### src/rtl/status_flags.sv
// 6502 processor status register (P) with PHP/PLP formatting, BIT support,
// and IRQ/NMI synchronization, pending and take logic for the sequencer.
module status_flags #(
  parameter logic RESET_I  = 1'b1,
  parameter int   NMI_SYNC = 2
) (
  input  logic       clk,
  input  logic       rst_n,
  input  logic [7:0] alu_result,
  input  logic       alu_carry,
  input  logic       alu_overflow,
  input  logic       alu_valid,
  input  logic       upd_n,
  input  logic       upd_z,
  input  logic       upd_c,
  input  logic       upd_v,
  input  logic       bit_op,
  input  logic [7:0] operand,
  input  logic       set_c,
  input  logic       clr_c,
  input  logic       set_i,
  input  logic       clr_i,
  input  logic       set_d,
  input  logic       clr_d,
  input  logic       clr_v,
  input  logic       plp_load,
  input  logic [7:0] pull_data,
  input  logic       push_brk,
  output logic [7:0] p_push,
  output logic       flag_n,
  output logic       flag_v,
  output logic       flag_d,
  output logic       flag_i,
  output logic       flag_z,
  output logic       flag_c,
  input  logic       irq_n,
  input  logic       nmi_n,
  input  logic       poll,
  input  logic       int_ack,
  output logic       irq_take,
  output logic       nmi_take
);

  logic n_q, n_d, v_q, v_d, d_q, d_d, i_q, i_d, z_q, z_d, c_q, c_d;
  logic [NMI_SYNC-1:0] irq_sync_q, nmi_sync_q;
  logic nmi_prev_q;
  logic nmi_pending_q, nmi_pending_d;
  logic i_delayed_q;
  logic irq_take_q, irq_take_d, nmi_take_q, nmi_take_d;
  logic nmi_fall, irq_pend, alu_zero;
  logic unused_inputs;

  assign unused_inputs = ^{pull_data[5:4], operand[5:0]};
  assign alu_zero = ~|alu_result;

  always_comb begin
    n_d = n_q;
    v_d = v_q;
    d_d = d_q;
    i_d = i_q;
    z_d = z_q;
    c_d = c_q;
    if (plp_load) begin
      n_d = pull_data[7];
      v_d = pull_data[6];
      d_d = pull_data[3];
      i_d = pull_data[2];
      z_d = pull_data[1];
      c_d = pull_data[0];
    end else begin
      // Per-flag priority chains: clr beats set, explicit beats BIT beats ALU.
      if (bit_op)                n_d = operand[7];
      else if (alu_valid && upd_n) n_d = alu_result[7];

      if (clr_v)                 v_d = 1'b0;
      else if (bit_op)           v_d = operand[6];
      else if (alu_valid && upd_v) v_d = alu_overflow;

      if (clr_d)                 d_d = 1'b0;
      else if (set_d)            d_d = 1'b1;

      if (clr_i)                 i_d = 1'b0;
      else if (set_i)            i_d = 1'b1;

      if (alu_valid && (bit_op || upd_z)) z_d = alu_zero;

      if (clr_c)                 c_d = 1'b0;
      else if (set_c)            c_d = 1'b1;
      else if (alu_valid && upd_c) c_d = alu_carry;
    end
  end

  always_ff @(posedge clk or negedge rst_n) begin
    if (!rst_n) begin
      n_q <= 1'b0;
      v_q <= 1'b0;
      d_q <= 1'b0;
      i_q <= RESET_I;
      z_q <= 1'b0;
      c_q <= 1'b0;
    end else begin
      n_q <= n_d;
      v_q <= v_d;
      d_q <= d_d;
      i_q <= i_d;
      z_q <= z_d;
      c_q <= c_d;
    end
  end

  assign {flag_n, flag_v, flag_d, flag_i, flag_z, flag_c} = {n_q, v_q, d_q, i_q, z_q, c_q};
  assign p_push = {n_q, v_q, 1'b1, push_brk, d_q, i_q, z_q, c_q};

  assign nmi_fall = nmi_prev_q & ~nmi_sync_q[NMI_SYNC-1];
  assign irq_pend = ~irq_sync_q[NMI_SYNC-1] & ~i_delayed_q;

  always_comb begin
    nmi_pending_d = nmi_fall | (nmi_pending_q & ~(int_ack & nmi_take_q));
    irq_take_d    = irq_take_q;
    nmi_take_d    = nmi_take_q;
    if (int_ack) begin
      irq_take_d = 1'b0;
      nmi_take_d = 1'b0;
    end else if (poll) begin
      nmi_take_d = nmi_pending_q;
      irq_take_d = irq_pend & ~nmi_pending_q;
    end else if (!nmi_pending_q && !irq_pend) begin
      irq_take_d = 1'b0;
      nmi_take_d = 1'b0;
    end
  end

  always_ff @(posedge clk or negedge rst_n) begin
    if (!rst_n) begin
      irq_sync_q    <= '1;
      nmi_sync_q    <= '1;
      nmi_prev_q    <= 1'b1;
      nmi_pending_q <= 1'b0;
      i_delayed_q   <= RESET_I;
      irq_take_q    <= 1'b0;
      nmi_take_q    <= 1'b0;
    end else begin
      irq_sync_q[0] <= irq_n;
      nmi_sync_q[0] <= nmi_n;
      for (int k = 1; k < NMI_SYNC; k++) begin
        irq_sync_q[k] <= irq_sync_q[k-1];
        nmi_sync_q[k] <= nmi_sync_q[k-1];
      end
      nmi_prev_q    <= nmi_sync_q[NMI_SYNC-1];
      nmi_pending_q <= nmi_pending_d;
      i_delayed_q   <= i_q;
      irq_take_q    <= irq_take_d;
      nmi_take_q    <= nmi_take_d;
    end
  end

  assign irq_take = irq_take_q;
  assign nmi_take = nmi_take_q;

endmodule

### config.mk
export PLATFORM = sky130hd
export DESIGN_NAME = status_flags
export DESIGN_NICKNAME = d
export VERILOG_FILES = /design/src/rtl/status_flags.sv
export SDC_FILE = /design/constraint.sdc
export NUM_CORES = 1
export LEC_CHECK = 0
export CORE_UTILIZATION = 32
export DETAILED_ROUTE_END_ITERATION = 16
export GPL_ROUTABILITY_DRIVEN = 1
export PLACE_DENSITY = 0.82
export SYNTH_ARGS = -nofsm -noshare
export SYNTH_HDL_FRONTEND = slang
export SYNTH_SLANG_ARGS = --single-unit
### constraint.sdc
create_clock -name clk -period 2.4 [get_ports clk]
set_input_delay 0.48 -clock clk [delete_from_list [all_inputs] [get_ports clk]]
set_output_delay 0.48 -clock clk [all_outputs]
set_load 0.005 [all_outputs]
==> impl_results.html <==
<table>
<tr><th>Metric</th><th>Value</th></tr>
<tr><th colspan="2">Outcome</th></tr>
<tr><td>Outcome</td><td>completed</td></tr>
<tr><th colspan="2">Drt</th></tr>
<tr><td>Violation count after the first detailed-routing iteration</td><td>12</td></tr>
<tr><td>Ratio of routed vias to standard cells</td><td>between 4 and 5</td></tr>
<tr><td>First-pass iteration count of the detailed router</td><td>2</td></tr>
<tr><td>Number of nets with antenna violations after detailed routing</td><td>0</td></tr>
<tr><td>Final routed wire length divided by cell count</td><td>12.6 µm</td></tr>
<tr><td>Via count</td><td>approximately 660</td></tr>
<tr><td>Total detailed-routing wirelength</td><td>approximately 1.7 mm</td></tr>
<tr><td>Detailed-route DRC error count</td><td>0</td></tr>
<tr><th colspan="2">Die</th></tr>
<tr><td>Floorplan die height</td><td>slightly below 50 µm</td></tr>
<tr><td>Die width</td><td>48.5 µm</td></tr>
<tr><td>Top-Level Pins</td><td>63</td></tr>
<tr><td>Starting density of the core</td><td>0.345</td></tr>
<tr><td>Die outline area</td><td>roughly 2300 µm²</td></tr>
<tr><td>Site row count</td><td>16</td></tr>
<tr><td>CORE AREA</td><td>approximately 2000 µm²</td></tr>
<tr><th colspan="2">Synth</th></tr>
<tr><td>Cell type with the highest aggregate area in the netlist</td><td>sky130_fd_sc_hd__dfrtp_1</td></tr>
<tr><td>Top cell type's share of synthesized area</td><td>0.290</td></tr>
<tr><td>Area of the mapped netlist</td><td>691 µm²</td></tr>
<tr><td>Post-synthesis cell type count</td><td>20</td></tr>
<tr><td>Avg Cell Area, Syn</td><td>~11 µm²</td></tr>
<tr><td>Syn nets</td><td>about 110</td></tr>
<tr><td>Cell types occupying the most area after synthesis</td><td>sky130_fd_sc_hd__dfrtp_1, sky130_fd_sc_hd__dfstp_2, sky130_fd_sc_hd__buf_4</td></tr>
<tr><td>Sequential cell area fraction in the yosys report</td><td>0.556</td></tr>
<tr><td>Number of warnings printed during yosys synthesis</td><td>0</td></tr>
<tr><td>Post-Syn Instances</td><td>65</td></tr>
<tr><td>Total of flip-flops plus latches after synthesis</td><td>15</td></tr>
<tr><th colspan="2">Place</th></tr>
<tr><td>Gpl congestion</td><td>a little over 0.7</td></tr>
<tr><td>Total of buffers placed on input and output ports</td><td>slightly above 50</td></tr>
<tr><td>DP Wirelength</td><td>roughly 1.4 mm</td></tr>
<tr><td>Placed standard-cell area</td><td>~1200 µm²</td></tr>
<tr><td>Placed Cells incl. Taps</td><td>roughly 130</td></tr>
<tr><th colspan="2">Timing</th></tr>
<tr><td>Actual transition at the worst max-transition pin</td><td>about 0.66 ns</td></tr>
<tr><td>Slew margin rel.</td><td>0.562</td></tr>
<tr><td>Worst hold-check slack</td><td>~0.36 ns</td></tr>
<tr><td>Skew final</td><td>0.00475 ns</td></tr>
<tr><td>Final-report setup violation count</td><td>0</td></tr>
<tr><td>Number of failing hold endpoints at the final stage</td><td>0</td></tr>
<tr><td>Count of final max-slew check failures</td><td>0</td></tr>
<tr><td>Share of the cycle needed by the critical path after routing</td><td>0.758</td></tr>
<tr><td>Setup repair after global routing missed its margin</td><td>false</td></tr>
<tr><td>Highest clock frequency the design can meet</td><td>approximately 550 MHz</td></tr>
<tr><td>Total negative slack for setup checks</td><td>0 ns</td></tr>
<tr><td>Time the final worst path needs with I/O delays and setup</td><td>about 1.8 ns</td></tr>
<tr><th colspan="2">Worst setup path</th></tr>
<tr><td>Cell family with the largest share of critical-path delay</td><td>flip-flops</td></tr>
<tr><td>Number of logic stages on the critical path including buffering</td><td>1</td></tr>
<tr><td>Largest fanout on the critical path</td><td>4</td></tr>
<tr><td>Sequence of cells on the critical path</td><td>clkdlybuf4s50_1</td></tr>
<tr><td>WP data arrival</td><td>between 1 and 1.5 ns</td></tr>
<tr><td>Reg2reg path depth</td><td>3</td></tr>
<tr><td>Worst Setup Path Type</td><td>reg2out</td></tr>
<tr><td>Cell type of the slowest stage on the worst timing path</td><td>sky130_fd_sc_hd__dfstp_2</td></tr>
<tr><td>Worst endpoint required time</td><td>around 1.9 ns</td></tr>
<tr><td>Critical path buffer and inverter count</td><td>1</td></tr>
<tr><td>Slowest cell delay on critical path</td><td>0.56 ns</td></tr>
<tr><td>Sort of element at the start of the critical path</td><td>flip-flop</td></tr>
<tr><td>CP Capture Type</td><td>output port</td></tr>
<tr><th colspan="2">CTS</th></tr>
<tr><td>Clock transition time at the flip-flop clock pins of the worst setup and hold paths</td><td>0.09 ns</td></tr>
<tr><td>Root Buffer</td><td>sky130_fd_sc_hd__clkbuf_4</td></tr>
<tr><td>Post_cts resized</td><td>0</td></tr>
<tr><td>Clock insertion delay at the later pin of the skew report</td><td>around 0.28 ns</td></tr>
<tr><td>CTS H-Tree Depth</td><td>1</td></tr>
<tr><td>Number of CTS-inserted buffers</td><td>3</td></tr>
<tr><td>CTS Hold Buffers Added</td><td>0</td></tr>
<tr><td>CTS tree</td><td>built</td></tr>
<tr><td>Clk buf depth</td><td>2</td></tr>
<tr><td>Setup repair bufs after CTS</td><td>0</td></tr>
<tr><td>Total clock sinks</td><td>15</td></tr>
<tr><th colspan="2">Global routing</th></tr>
<tr><td>Pin count of the biggest net entering global routing</td><td>16</td></tr>
<tr><td>Total routing resource utilization after global routing</td><td>0.158</td></tr>
<tr><td>Vias in the first global route</td><td>between 600 and 700</td></tr>
<tr><td>Global-route wire length before repair</td><td>2.86 mm</td></tr>
<tr><td>Grt ovf</td><td>0</td></tr>
<tr><td>Antenna violations before repair</td><td>0</td></tr>
<tr><th colspan="2">Layout</th></tr>
<tr><td>Number of antenna cells inserted</td><td>0</td></tr>
<tr><td>Final layout net count</td><td>approximately 160</td></tr>
<tr><td>Proportion of layout cells with a drive suffix above 1</td><td>0.117</td></tr>
<tr><td>Filler cell count</td><td>around 170</td></tr>
<tr><td>Cell area after layout</td><td>between 1000 and 1500 µm²</td></tr>
<tr><td>Final cell count without fillers</td><td>~140</td></tr>
<tr><td>Growth of design area from synthesis to finish</td><td>73.4%</td></tr>
<tr><th colspan="2">Power and ir drop</th></tr>
<tr><td>Cell leakage power</td><td>0.000471 µW</td></tr>
<tr><td>Power density of the placed cells</td><td>a little under 500 nW/µm²</td></tr>
<tr><td>Largest voltage drop on the vdd net</td><td>approximately 0.24 mV</td></tr>
<tr><th colspan="2">Run</th></tr>
<tr><td>Number of max-cap violations</td><td>0</td></tr>
<tr><th colspan="2">Hold path</th></tr>
<tr><td>Worst Hold Path Cells</td><td>0</td></tr>
<tr><td>Hold Crit Class</td><td>reg2reg</td></tr>
</table>
-- per-layer routing --
| layer | vias up | routed length (µm) | share of wire | global-route usage |
|---|---|---|---|---|
| met2 | 31 | 942 | 0.54 | 0.293 |
| li1 | 314 | - | - | - |
| met1 | 312 | 664 | 0.38 | 0.171 |
| met5 | - | 0 | 0 | 0 |
| met4 | 0 | 0 | 0 | 0.0490 |
| met3 | 0 | 127 | 0.073 | 0.0472 |
-- final cells by class --
class / count / area (µm²) / area share
Multi-Input combinational cell: 40 / 238 / 0.199
Tap cell: 27 / 33.8 / 0.0282
Inverter: 1 / 3.75 / 0.00313
Clock inverter: 1 / 5.00 / 0.00418
Clock buffer: 3 / 22.5 / 0.0188
Timing Repair Buffer: 51 / 510 / 0.426
Sequential cell: 15 / 384 / 0.321
-- stage by stage --
| stage | utilization | setup slack (ns) | power [µW] |
|---|---|---|---|
| 2_1_floorplan | - | 1.28 | 342 |
| 3_3_place_gp | 0.584 | 0.575 | 440 |
| 3_5_place_dp | 0.584 | 0.544 | 446 |
| 4_1_cts | 0.598 | 0.570 | 590 |
| 5_1_grt | 0.598 | 0.540 | 613 |
| 6_report | 0.598 | 0.582 | 582 |
-- state kept, by name (all words and copies together) (netlist names) --
signal and cells:
flag_c 1, nmi_take 1, flag_v 1, nmi_sync_q 2, flag_z 1, nmi_prev_q 1
flag_i 1, nmi_pending_q 1, i_delayed_q 1, irq_take 1, irq_sync_q 2, flag_d 1
flag_n 1
-- layout by cell type, fill, tap and decap left out, drive strengths merged --
cell type      count
a2111oi            1
dfrtp              8
nor4               1
o31ai              4
o41ai              1
nor2               8
clkinv             1
nand3              1
clkbuf             3
a21boi             3
nor3               3
a22oi              1
nand2              7
o21ai              3
conb               1
a311oi             3
nor2b              3
dfstp              7
inv                1
clkdlybuf4s50     51
-- report_power, final --
group | switching, µW | internal [µW]
Combinational | 45.2 | 102
Sequential | 14.3 | 278
Clock | 80.0 | 61.8
-- Yosys cell counts, drive strengths merged --
| cell type | count |
|---|---|
| nor3 | 3 |
| o41ai | 1 |
| nor2 | 8 |
| buf | 9 |
| a2111oi | 1 |
| nor2b | 3 |
| nand2 | 7 |
| dfrtp | 8 |
| a21boi | 3 |
| o31ai | 4 |
| inv | 1 |
| a311oi | 3 |
| dfstp | 7 |
| o21ai | 3 |
| nor4 | 1 |
| nand3 | 1 |
| conb | 1 |
| a22oi | 1 |
-- cells by family after synthesis --
family,synth area share
other,0.00543
AO/OA/AOI/OAI,0.192
buffers and inverters,0.0996
AND/OR/NAND/NOR,0.147
flip-flops,0.556
-- final timing paths --
path	start	endpoint	slack, ns
max	flag_i$_DFFE_PN1P_	flag_i	0.58
min reg2reg	nmi_sync_q[0]$_DFF_PN1_	nmi_sync_q[1]$_DFF_PN1_	0.36
min in group asynchronous	rst_n	flag_z$_DFFE_PN0P_	0.59
max in group asynchronous	rst_n	flag_n$_DFFE_PN0P_	1.39
max reg2reg	flag_v$_DFFE_PN0P_	flag_v$_DFFE_PN0P_	1.30
min	nmi_sync_q[0]$_DFF_PN1_	nmi_sync_q[1]$_DFF_PN1_	0.36
No activity file was read; power rests on OpenSTA's default activity.
